`config.mk`:
```
export PLATFORM = sky130hd
export DESIGN_NAME = writeback_unit_flat
export DESIGN_NICKNAME = d
export VERILOG_FILES = /design/src/rtl/writeback_unit_if.sv /design/src/rtl/writeback_unit.sv /design/src/flat_wrapper.sv
export SDC_FILE = /design/constraint.sdc
export NUM_CORES = 1
export LEC_CHECK = 0
export CAP_MARGIN = 20
export CORE_MARGIN = 4
export CORE_UTILIZATION = 42
export CTS_CLUSTER_DIAMETER = 40
export DETAILED_ROUTE_END_ITERATION = 8
export GPL_TIMING_DRIVEN = 0
export PLACE_DENSITY = 0.81
export SYNTH_ARGS = -nofsm -noshare
export SYNTH_HDL_FRONTEND = slang
export SYNTH_SLANG_ARGS = --single-unit
export TNS_END_PERCENT = 5
```
`constraint.sdc`:
```
create_clock -name clk -period 2 [get_ports clk]
set_input_delay 0.4 -clock clk [delete_from_list [all_inputs] [get_ports clk]]
set_output_delay 0.4 -clock clk [all_outputs]
set_load 0.01 [all_outputs]
```
`src/rtl/writeback_unit_if.sv`:
```
// Bundle between the memory stage and writeback: the held instruction in, and the
// register-file port-2 write / forwarding source out.
interface writeback_unit_if;
  logic [31:0] instr_in;
  logic        branch_in;
  logic        branch_ref;
  logic        stall;
  logic [31:0] mem_rdata;
  logic [31:0] instr_output;
  logic        w_en2;
  logic [3:0]  w_addr2;
  logic [31:0] w_data2;
  logic        fwd_valid;
  logic [3:0]  fwd_addr;
  logic [31:0] fwd_data;

  modport master (
    output instr_in, branch_in, branch_ref, stall, mem_rdata,
    input  instr_output, w_en2, w_addr2, w_data2, fwd_valid, fwd_addr, fwd_data
  );

  modport slave (
    input  instr_in, branch_in, branch_ref, stall, mem_rdata,
    output instr_output, w_en2, w_addr2, w_data2, fwd_valid, fwd_addr, fwd_data
  );
endinterface

```
`src/rtl/writeback_unit.sv`:
```
// Final pipeline stage: holds the instruction from the memory stage, squashes wrong-path
// work by branch-tag compare, commits LDR data on port 2 once, and counts retirements.
module writeback_unit #(
  parameter int CNT_W = 16
) (
  input  logic             clk,
  input  logic             rst_n,
  writeback_unit_if.slave  wb,
  output logic [CNT_W-1:0] retired_count
);

  localparam logic [31:0] NOP = 32'hF000_0000;

  logic [31:0] instr_reg;
  logic        tag_reg;
  logic        done;
  logic        hold_valid;
  logic [31:0] hold_data;

  logic [3:0]  cond;
  logic [6:0]  opcode;
  logic [3:0]  rd;
  logic        mem_op;
  logic        is_ldr;
  logic        live;
  logic        fire;
  logic        wr_en;

  assign cond   = instr_reg[31:28];
  assign opcode = instr_reg[27:21];
  assign rd     = instr_reg[15:12];
  assign mem_op = (opcode[6:5] == 2'b11) || (opcode[6:3] == 4'b1000);
  assign is_ldr = (cond != 4'b1111) && mem_op && !opcode[4];

  // A held instruction commits at most once, even across a multi-cycle stall.
  assign live  = (tag_reg == wb.branch_ref) && (cond != 4'b1111);
  assign fire  = live && !done;
  assign wr_en = fire && is_ldr;

  assign wb.instr_output = live ? instr_reg : NOP;
  assign wb.w_en2        = wr_en;
  assign wb.w_addr2      = wr_en ? rd : 4'd0;
  assign wb.w_data2      = wr_en ? (hold_valid ? hold_data : wb.mem_rdata) : 32'd0;
  assign wb.fwd_valid    = wr_en;
  assign wb.fwd_addr     = wb.w_addr2;
  assign wb.fwd_data     = wb.w_data2;

  always_ff @(posedge clk or negedge rst_n) begin
    if (!rst_n) begin
      instr_reg  <= NOP;
      tag_reg    <= 1'b0;
      done       <= 1'b0;
      hold_valid <= 1'b0;
      hold_data  <= 32'd0;
    end else if (!wb.stall) begin
      instr_reg  <= wb.instr_in;
      tag_reg    <= wb.branch_in;
      done       <= 1'b0;
      hold_valid <= 1'b0;
    end else begin
      if (fire)
        done <= 1'b1;
      // The RAM may move on during a stall; keep the data seen on the first stalled cycle.
      if (is_ldr && !hold_valid) begin
        hold_data  <= wb.mem_rdata;
        hold_valid <= 1'b1;
      end
    end
  end

  always_ff @(posedge clk or negedge rst_n) begin
    if (!rst_n)
      retired_count <= '0;
    else if (fire)
      retired_count <= retired_count + CNT_W'(1);
  end

endmodule

```
`src/flat_wrapper.sv`:
```
// flat-port wrapper written by rule: the top's interface ports become plain ports
module writeback_unit_flat 
#(
  parameter int CNT_W = 16
)
  (clk, rst_n, retired_count, wb_instr_in, wb_branch_in, wb_branch_ref, wb_stall, wb_mem_rdata, wb_instr_output, wb_w_en2, wb_w_addr2, wb_w_data2, wb_fwd_valid, wb_fwd_addr, wb_fwd_data);
  writeback_unit_if wb_i ();
  input  logic clk;
  input  logic rst_n;
  output logic [CNT_W-1:0] retired_count;
  input wire logic [$bits(wb_i.instr_in)-1:0] wb_instr_in;
  input wire logic [$bits(wb_i.branch_in)-1:0] wb_branch_in;
  input wire logic [$bits(wb_i.branch_ref)-1:0] wb_branch_ref;
  input wire logic [$bits(wb_i.stall)-1:0] wb_stall;
  input wire logic [$bits(wb_i.mem_rdata)-1:0] wb_mem_rdata;
  output wire logic [$bits(wb_i.instr_output)-1:0] wb_instr_output;
  output wire logic [$bits(wb_i.w_en2)-1:0] wb_w_en2;
  output wire logic [$bits(wb_i.w_addr2)-1:0] wb_w_addr2;
  output wire logic [$bits(wb_i.w_data2)-1:0] wb_w_data2;
  output wire logic [$bits(wb_i.fwd_valid)-1:0] wb_fwd_valid;
  output wire logic [$bits(wb_i.fwd_addr)-1:0] wb_fwd_addr;
  output wire logic [$bits(wb_i.fwd_data)-1:0] wb_fwd_data;
  assign wb_i.instr_in = wb_instr_in;
  assign wb_i.branch_in = wb_branch_in;
  assign wb_i.branch_ref = wb_branch_ref;
  assign wb_i.stall = wb_stall;
  assign wb_i.mem_rdata = wb_mem_rdata;
  assign wb_instr_output = wb_i.instr_output;
  assign wb_w_en2 = wb_i.w_en2;
  assign wb_w_addr2 = wb_i.w_addr2;
  assign wb_w_data2 = wb_i.w_data2;
  assign wb_fwd_valid = wb_i.fwd_valid;
  assign wb_fwd_addr = wb_i.fwd_addr;
  assign wb_fwd_data = wb_i.fwd_data;
  writeback_unit #(.CNT_W(CNT_W)) u_core (.clk(clk), .rst_n(rst_n), .wb(wb_i), .retired_count(retired_count));
endmodule
```
# Word level (Yosys, flattened, before mapping)
# Cells that the tools add are included.
# W data, S select, Z words.
# totals
reg_bits,83
out_inout_bits,122
# op_classes
addsub,1
eq_ne,6
muxes,8
reduce_logical,11
# ops
cell,count
$mux W32,3
$add A16 B1 Y16 const B,1
$logic_and A1 B1 Y1,6
$eq A4 B4 Y1 const B,1
$mux W1,4
$mux W4,1
$ne A2 B1 Y1 const B,2
$ne A4 B4 Y1 const B,1
$logic_not A1 Y1,3
$eq A2 B2 Y1 const B,1
$reduce_and A2 Y1,1
$eq A1 B1 Y1,1
$logic_or A1 B1 Y1,1

# Logic depth before layout (Yosys ltp)
# Gate-level depths: netlist of run 1.
# logic_depth
word_depth,7
ltp_mapped,7
mapped_depth_nobuf,5

# Worst setup path before layout of run 1
# Ideal clock, no wire load.
# synth_timing
path_type,input-to-output
startpoint,input port wb_branch_ref
endpoint,output port wb_w_data2[10]
t_arrival_ps,1625
slack_ps,-25
path_stages,7
path_buffers,3
cell_sequence,xor2_1 > nor3_2 > nand2b_1 > clkbuf_1 > buf_2 > nor2_1 > buf_4
# synth_between
elab_chain_cells,5
# synth_rtl
element,line_no,rtl
"start, declared",flat_wrapper.sv:13,input wire logic [$bits(wb_i.branch_ref)-1:0] wb_branch_ref;
$eq A1 B1 Y1,writeback_unit.sv:36,assign live = (tag_reg == wb.branch_ref) && (cond != 4'b1111);
$logic_and A1 B1 Y1,writeback_unit.sv:36,
$logic_and A1 B1 Y1,writeback_unit.sv:37,assign fire = live && !done;
$logic_and A1 B1 Y1,writeback_unit.sv:38,assign wr_en = fire && is_ldr;
$mux W32,writeback_unit.sv:43,assign wb.w_data2 = wr_en ? (hold_valid ? hold_data : wb.mem_rdata) : 32'd0;
"end, declared",flat_wrapper.sv:19,output wire logic [$bits(wb_i.w_data2)-1:0] wb_w_data2;
# No other way between the ends.

# Worst setup path in the final report of run 1
# layout_timing
startpoint,register u_core.instr_reg[30]
endpoint,output port wb_w_data2[6]
# layout_between
elab_chain_cells,5
elab_cells_between_ends,7
cone_classes,eq/ne (1); mux (1); reduce/logical (5)
# layout_rtl
element,line_no,rtl
"start, declared",writeback_unit.sv:14,logic [31:0] instr_reg;
"start signal, assigned",writeback_unit.sv:56,instr_reg <= wb.instr_in;
$ne A4 B4 Y1 (*),"writeback_unit.sv:33, writeback_unit.sv:36",
"$logic_and A1 B1 Y1, on equally long branches","writeback_unit.sv:36, writeback_unit.sv:33",
"$logic_and A1 B1 Y1, on equally long branches","writeback_unit.sv:37, writeback_unit.sv:33",
$logic_and A1 B1 Y1 (*),writeback_unit.sv:38,
$mux W32 (*),writeback_unit.sv:43,
# Every way passes the cells marked *; elsewhere a longest branch is shown, timed or not.

==> parameters.txt, run 1 <==
Parameter                              Value

Final layout
  Footprint of the multi-input gates    0.00217 sq mm
  Share of post-route cells with drive strength above 1    52.7%
  Layout overhead on the synthesized area    67.6%
  Post-route core utilization    between 70 and 80%
  Total area of sequential cells    0.00208 sq mm
  Net total in the final layout    644
  Count of filler cells inserted in the layout    between 600 and 700
  Diode insertion count for antenna repair    0
  Post-route standard cell area excluding fillers    0.00714 sq mm

Critical path
  Data arrival time at the worst-slack endpoint    1950 ps
  Element type at the critical path start    register
  Worst setup path startpoint    u_core.instr_reg[30]
  Worst r2r dst    u_core.hold_data[2]
  Required @ worst endpoint    1600 ps
  Max Fanout on Critical Path    5
  Reg2Reg Setup Slack    -40 ps
  Critical Path End Type    output port
  Register-to-Register Path Depth    5
  Type of the worst setup path    reg2out
  Origin of the critical flop-to-flop path    u_core.instr_reg[30]

Synthesis
  Main combinational cell family by area after synthesis    multiplexers
  Proportion of synthesized chip area in sequential cells    48.9%
  Synthesized-area fraction occupied by ao, oa, aoi and oai cells    less than 1%
  XOR/XNOR share of the synthesized area    under 10%
  Syn. warnings    0
  #FFs+latches synth    83
  Synthesized instance count    361
  Summed instance area of the synthesized netlist    0.00426 sq mm
  Number of enable-type register cells in the synthesized netlist    0
  Multiplexer fraction of the synthesized cell area    between 20% and 30%
  Count of cell types in the netlist    31
  Most instantiated library cell after synthesis    dfrtp_1
  Dominant cell type by area after synthesis    dfrtp_1
  Basic-gate share of the synthesized area counting and, or, nand and nor cells    13.5%
  Synth Area in Adders    0.294%
  Mean instance size in the synthesized netlist    11.8 sq um
  Commonest cells in the synthesized netlist    79 x dfrtp_1, 66 x mux2_2, 40 x buf_4, 38 x nor2_1
  Share of the synthesized area in the top cell type    46.4%
  Top_reg_cell synth    dfrtp_1
  Fraction of synthesis flops using an asynchronous set or reset pin    100%
  Syn Nets    431
  Synth area leaders    dfrtp_1 46%, mux2_2 17%, mux2i_1 7.5%

Floorplan
  Floorplan die area    about 0.012 sq mm
  Die boundary height    109 um
  Core Footprint    0.00982 sq mm
  Horiz. Die Dim    109 um
  I/O pins    roughly 190
  Starting utilization of the core area    between 40 and 50%
  Number of cell rows    36

Power
  Leakage    0.00323 uW
  Power density over cell area    ~770 mW/mm^2
  Peak VDD IR    388 uV

Timing
  Final count of hold timing violations    0
  Largest clock skew in the final design    approximately 10 ps
  Setup violations, final    ~130
  Tmin final    about 2300 ps
  Number of max-slew violations in the final report    0
  Final worst slack    -350 ps
  Final period utilization    117%
  Max Clk Rate    between 0.4 and 0.5 GHz
  Actual slew at the worst max-slew pin    543 ps
  Worst relative slew slack    between 60% and 70%
  Unrepaired setup endpoints after global routing    true

Place
  I/O Buffers    189
  Final estimated routing congestion in global placement    0.747
  Area after detailed placement    0.00634 sq mm
  Placed wire-length estimate    8.51 mm

Global route
  Wire length of the first global-routing pass    18.0 mm
  Largest net degree at the start of global routing    between 50 and 60
  Number of antenna violations at the first check in global routing    0
  Global route overflow    0
  GRT Total Usage    19.3%
  Number of global-route vias before repair    3692

Clock network
  CTS buffer count    9
  Total number of clock tree sinks    83
  Max H-tree Level    3
  Buffer type at the clock tree root    clkbuf_8
  Clk Latency, worst-skew pair    340 ps
  Clock input transition at the sequential cells of the worst setup and hold paths    80 ps
  CTS tree    yes
  Clk buf depth    2

Hold path
  Hold/Removal Path Class    reg2reg
  Hold Path Origin    u_core.retired_count[15]
  Hold path depth    1
  Hold EP    u_core.retired_count[15]

Job
  Max capacitance violation total    0

Route
  Wirelength, routed    12.3 mm
  Remaining design rule violation count    0
  Count of nets left with antenna violations after detail routing    0
  Final routed wire length divided by cell count    17.3 um
  Total vias in the final route    3471
  TritonRoute pass-1 iters    4
  Via-to-Cell Ratio    slightly below 5
  Initial detailed-routing violation count    118

Status
  Outcome    complete, but fails checks
  Violations in the final reports    negative setup slack
## worst max-delay path, cell delays in order (launching register included)
cell and delay, ps:
dfstp_2 540, and4_4 270, nor3_4 60, nand2b_4 130, buf_12 150, buf_16 140, nor2_4 40, buf_4 130
buf_2 130
## report_power, final
part           total (uW)  switching (uW)  internal [uW]
Clock                1140             561            576
Sequential           2420             319           2100
Combinational        1900             751           1150
Total                5460            1630           3830
## worst max-delay path by stage
stage          slack [ps]                    to  depth (start not counted)
6_report             -350         wb_w_data2[6]                          8
5_1_grt              -450         wb_w_data2[6]                          8
4_1_cts              -470         wb_w_data2[5]                          8
3_5_place_dp        -1380         wb_w_data2[9]                          9
3_3_place_gp        -2510  u_core.hold_data[19]                          1
2_1_floorplan         -20        wb_w_data2[10]                          7
## layout by cell type (no fill, tap or decap), types with 2 or more instances in the layout
cell type,count
nand4_1,3
mux2_2,47
xor2_1,8
dlygate4sd2_1,2
clkdlybuf4s50_1,81
buf_4,27
mux2_4,19
clkbuf_8,11
or2_2,5
buf_12,4
mux2i_1,32
and2_1,25
nand2_1,5
buf_1,3
buf_2,40
dfrtp_1,78
dfstp_2,4
xnor2_1,7
clkbuf_1,5
clkbuf_4,3
nand3_1,4
buf_16,4
and2_4,7
nor2_1,6
buf_6,89
clkinv_2,2
o21a_1,2
and4_1,2
nor2_4,32
nand3b_1,3
## routing by layer
layer	GRT usage [%]	share of wire [%]	up-vias
li1	-	-	1607
met1	21.0	37	1716
met2	34.2	53	137
met3	8.05	9.1	11
met4	5.68	1.2	0
met5	0	0	-
## layout make-up
class | instances | share of cell area (%)
timing repair buffer | 204 | 27.7
clock inverter | 3 | 0.561
multi-input combinational | 220 | 30.4
tap | 133 | 2.33
clock buffer | 13 | 1.95
buffer | 54 | 7.66
sequential | 83 | 29.2
inverter | 2 | 0.175
## cells by family (layout without fill, tap and decap cells)
family,after synthesis,count (layout)
flip-flops,83,83
AND/OR/NAND/NOR,103,103
XOR/XNOR,16,16
adder cells (fa/ha/maj),1,1
buffers and inverters,58,276
AO/OA/AOI/OAI,2,2
multiplexers,98,98
## metrics by stage
step	hold WS (ps)	total power, uW	TNS (ps)	std cells	setup WS, ps
after floorplan	104	3210	-758	361	-24.9
after CTS	486	5280	-32650	707	-475
after global placement	467	3980	-325220	683	-2510
after global routing	511	5780	-36170	712	-446
final	476	5460	-23110	712	-350
after detailed placement	344	4070	-124510	684	-1380
## repair_timing
| action | 4_1_cts | 5_1_grt |
|---|---|---|
| cloned | 2 | 1 |
| pin swaps | 12 | 23 |
| gates resized for setup | 469 | 162 |
| hold buffers | 1 | 0 |
| buffers inserted | 6 | 4 |
| setup endpoints to repair | 136 | 134 |
| endpoints found under the hold margin | 26 | 0 |
Note: power is estimated with default switching activity, not from simulation.
==> inputs of run 2 (changes only) <==
--- a/config.mk
+++ b/config.mk
@@ -7,11 +7,11 @@
 export LEC_CHECK = 0
 export CAP_MARGIN = 20
 export CORE_MARGIN = 4
-export CORE_UTILIZATION = 42
+export CORE_UTILIZATION = 45
 export CTS_CLUSTER_DIAMETER = 40
 export DETAILED_ROUTE_END_ITERATION = 8
 export GPL_TIMING_DRIVEN = 0
-export PLACE_DENSITY = 0.81
+export PLACE_DENSITY = 0.86
 export SYNTH_ARGS = -nofsm -noshare
 export SYNTH_HDL_FRONTEND = slang
 export SYNTH_SLANG_ARGS = --single-unit
==> constraint.sdc (replaced) <==
create_clock -name clk -period 2.72 [get_ports clk]
set_input_delay 0.544 -clock clk [delete_from_list [all_inputs] [get_ports clk]]
set_output_delay 0.544 -clock clk [all_outputs]
set_load 0.01 [all_outputs]
==> run 2 against run 1 <==
The run still ends with negative setup slack left. Via count fell by 4.6%. First-iteration DRC count fell by 35%. Sequential cell count did not move. Clock power fell by 18%. Die area fell by 6.2%. Worst hold slack got worse by 310 ps. Count of clock-buffer cells in the layout fell by 2. Register-to-register slack improved by 750 ps. Clock skew fell by 0.83 ps. Utilization fell by 0.68 points.
==> parameters.txt, run 2 (same netlist as run 1, synthesis figures left out) <==
Parameter                              Value

Critical path
  Chain of cells forming the critical path    dlygate4sd2_1, xor2_4, nor3_4, nand2b_4, buf_6, nor2_2, buf_4, clkdlybuf4s50_1 (was and4_4, nor3_4, nand2b_4, buf_12, buf_16, nor2_4, buf_4, buf_2)
  Origin of the critical flop-to-flop path    u_core.instr_reg[30] (unchanged)
  Max Fanout on Critical Path    10 (was 5)
  Type of the worst setup path    in2out (was reg2out)
  Data arrival time at the worst-slack endpoint    2360 ps (was 1950 ps)
  Reg2Reg Setup Slack    710 ps (was -40 ps)
  Highest-delay cell along the critical path    clkdlybuf4s50_1 (was dfstp_2)
  Gate family responsible for the most delay along the worst path    buffers and inverters (unchanged)
  Buf+Inv Stages, Crit Path    4 (unchanged)
  Element type at the critical path start    primary input (was register)
  Register-to-Register Path Depth    5 (unchanged)
  Worst r2r dst    u_core.hold_data[3] (was u_core.hold_data[2])
  Critical Path Max Stage Delay    520 ps (was 540 ps)
  Required @ worst endpoint    2180 ps (was 1600 ps)
  Critical Path End Type    output port (unchanged)

Timing
  Worst hold-check slack    169 ps (was 476 ps)
  Final count of hold timing violations    0 (unchanged)
  Max Clk Rate    0.344 GHz
  Unrepaired setup endpoints after global routing    true (unchanged)
  Final period utilization    107%
  Number of max-slew violations in the final report    0 (unchanged)
  Largest clock skew in the final design    9.12 ps (was 9.95 ps)
  Actual slew at the worst max-slew pin    676 ps (was 543 ps)
  Setup violations, final    15 (was 133)
  Final worst slack    -185 ps (was -350 ps)
  Worst relative slew slack    54.5% (was 63.8%)
  Tmin final    around 2900 ps
  Total negative slack for setup checks    -2080 ps (was -23110 ps)

Clock network
  CTS buffer count    9 (unchanged)
  Total number of clock tree sinks    83 (unchanged)
  Buffer type at the clock tree root    clkbuf_8 (unchanged)
  CTS tree    yes (unchanged)
  Number of buffers inserted by hold repair at cts    0 (was 1)
  Clock input transition at the sequential cells of the worst setup and hold paths    80 ps (about the same)
  Clk buf depth    2 (unchanged)
  Max H-tree Level    3 (unchanged)
  Clk Latency, worst-skew pair    340 ps (about the same)

Final layout
  Net total in the final layout    632 (was 644)
  Leading cell types in the layout, fill and taps excluded    114 x clkdlybuf4s50_1, 79 x dfrtp_1, 66 x mux2_2, 63 x buf_4, 35 x dlygate4sd2_1 (was 89 x buf_6, 81 x clkdlybuf4s50_1, 78 x dfrtp_1, 47 x mux2_2, 40 x buf_2)
  Diode insertion count for antenna repair    0 (unchanged)
  Count of filler cells inserted in the layout    651 (was 692)
  Commonest non-fill, non-tap cell in the layout    clkdlybuf4s50_1 (was buf_6)
  Footprint of the multi-input gates    0.00192 sq mm (was 0.00217 sq mm)
  Share of post-route cells with drive strength above 1    35.1% (was 52.7%)
  Total area of sequential cells    0.00208 sq mm (about the same)
  Non-filler cells, final    696 (was 712)
  Post-route standard cell area excluding fillers    0.00665 sq mm (was 0.00714 sq mm)
  Layout overhead on the synthesized area    56.2% (was 67.6%)

Floorplan
  Horiz. Die Dim    105 um (was 109 um)
  I/O pins    191 (unchanged)
  Starting utilization of the core area    46.1% (was 43.4%)
  Core Footprint    0.00924 sq mm (was 0.00982 sq mm)
  Number of cell rows    35 (was 36)
  Floorplan die area    0.0111 sq mm (was 0.0118 sq mm)
  Die boundary height    105 um (was 109 um)

Route
  Total vias in the final route    3310 (was 3471)
  WL met2    5.15 mm (was 6.55 mm)
  Highest layer used for signal routing    met4 (unchanged)
  Length of routed wiring on met1    4.18 mm (was 4.52 mm)
  Met3 WL post-DR    1.21 mm (was 1.12 mm)
  Via-to-Cell Ratio    4.76 (was 4.88)
  Count of nets left with antenna violations after detail routing    0 (unchanged)
  Wirelength, routed    10.8 mm (was 12.3 mm)
  Initial detailed-routing violation count    77 (was 118)
  Final routed wire length divided by cell count    15.5 um (was 17.3 um)
  TritonRoute pass-1 iters    4 (unchanged)
  Remaining design rule violation count    0 (unchanged)

Global route
  Wire length of the first global-routing pass    17.6 mm (was 18.0 mm)
  GRT Total Usage    19.8% (was 19.3%)
  Number of antenna violations at the first check in global routing    0 (unchanged)
  Number of global-route vias before repair    3585 (was 3692)
  Global route overflow    0 (unchanged)
  Largest net degree at the start of global routing    45 (was 58)

Power
  Overall power after layout    3910 uW (was 5460 uW)
  Power density over cell area    588 mW/mm^2 (was 765 mW/mm^2)
  Peak VDD IR    310 uV (was 388 uV)
  Leakage    0.00319 uW (was 0.00323 uW)

Hold path
  Hold/Removal Path Class    in2async (was reg2reg)

Place
  I/O Buffers    189 (unchanged)
  Final estimated routing congestion in global placement    0.771 (was 0.747)
  Number of placed instances with taps included    680 (was 684)
  Placed wire-length estimate    8.50 mm (was 8.51 mm)
  Area after detailed placement    0.00634 sq mm (about the same)

Job
  Max capacitance violation total    0 (unchanged)

Status
  Outcome    complete, but fails checks (unchanged)
  Violations in the final reports    negative setup slack (unchanged)
[run 2: worst max-delay path by stage]
stage / to / depth (start not counted) / slack (ps) / startpoint
after floorplan: wb_w_data2[10] / 7 / 410 / wb_branch_ref
after global placement: u_core.hold_data[16] / 1 / -1870 / rst_n
after detailed placement: wb_w_data2[24] / 9 / -920 / wb_branch_ref
after CTS: wb_w_data2[7] / 8 / -240 / wb_branch_ref
after global routing: wb_w_data2[9] / 8 / -270 / wb_branch_ref
final: wb_w_data2[11] / 8 / -180 / wb_branch_ref
[run 2: routing by layer]
layer	track usage, %	up-vias
met5	0	-
met1	22.6	1566
met3	8.51	21
met2	32.7	144
met4	7.69	0
li1	-	1579
[run 2: report_power, final]
| group | internal, uW | switching [uW] |
|---|---|---|
| Combinational | 736 | 474 |
| Clock | 515 | 425 |
| Sequential | 1550 | 217 |
[run 2: layout make-up]
type                    count  area share (%)
multi-input cells         220            28.8
flip-flops and latches     83            31.3
repair buffers            191            28.2
clock inverters             5            1.17
clock buffers              11            1.97
inverters                   2           0.150
plain buffers              55            6.02
well taps                 129            2.43
[run 2: through the flow]
step           utilization, %  setup slack (ps)
3_5_place_dp             68.6              -922
2_1_floorplan               -               407
4_1_cts                  71.4              -242
5_1_grt                  72.0              -271
3_3_place_gp             68.3             -1870
6_report                 72.0              -185
[run 2: what timing repair did]
item,in CTS,in global routing
pin swaps,1,2
gates cloned,0,0
hold endpoints to repair,0,0
endpoints found under the setup margin,106,57
buffers inserted,1,0
resized for setup,99,37
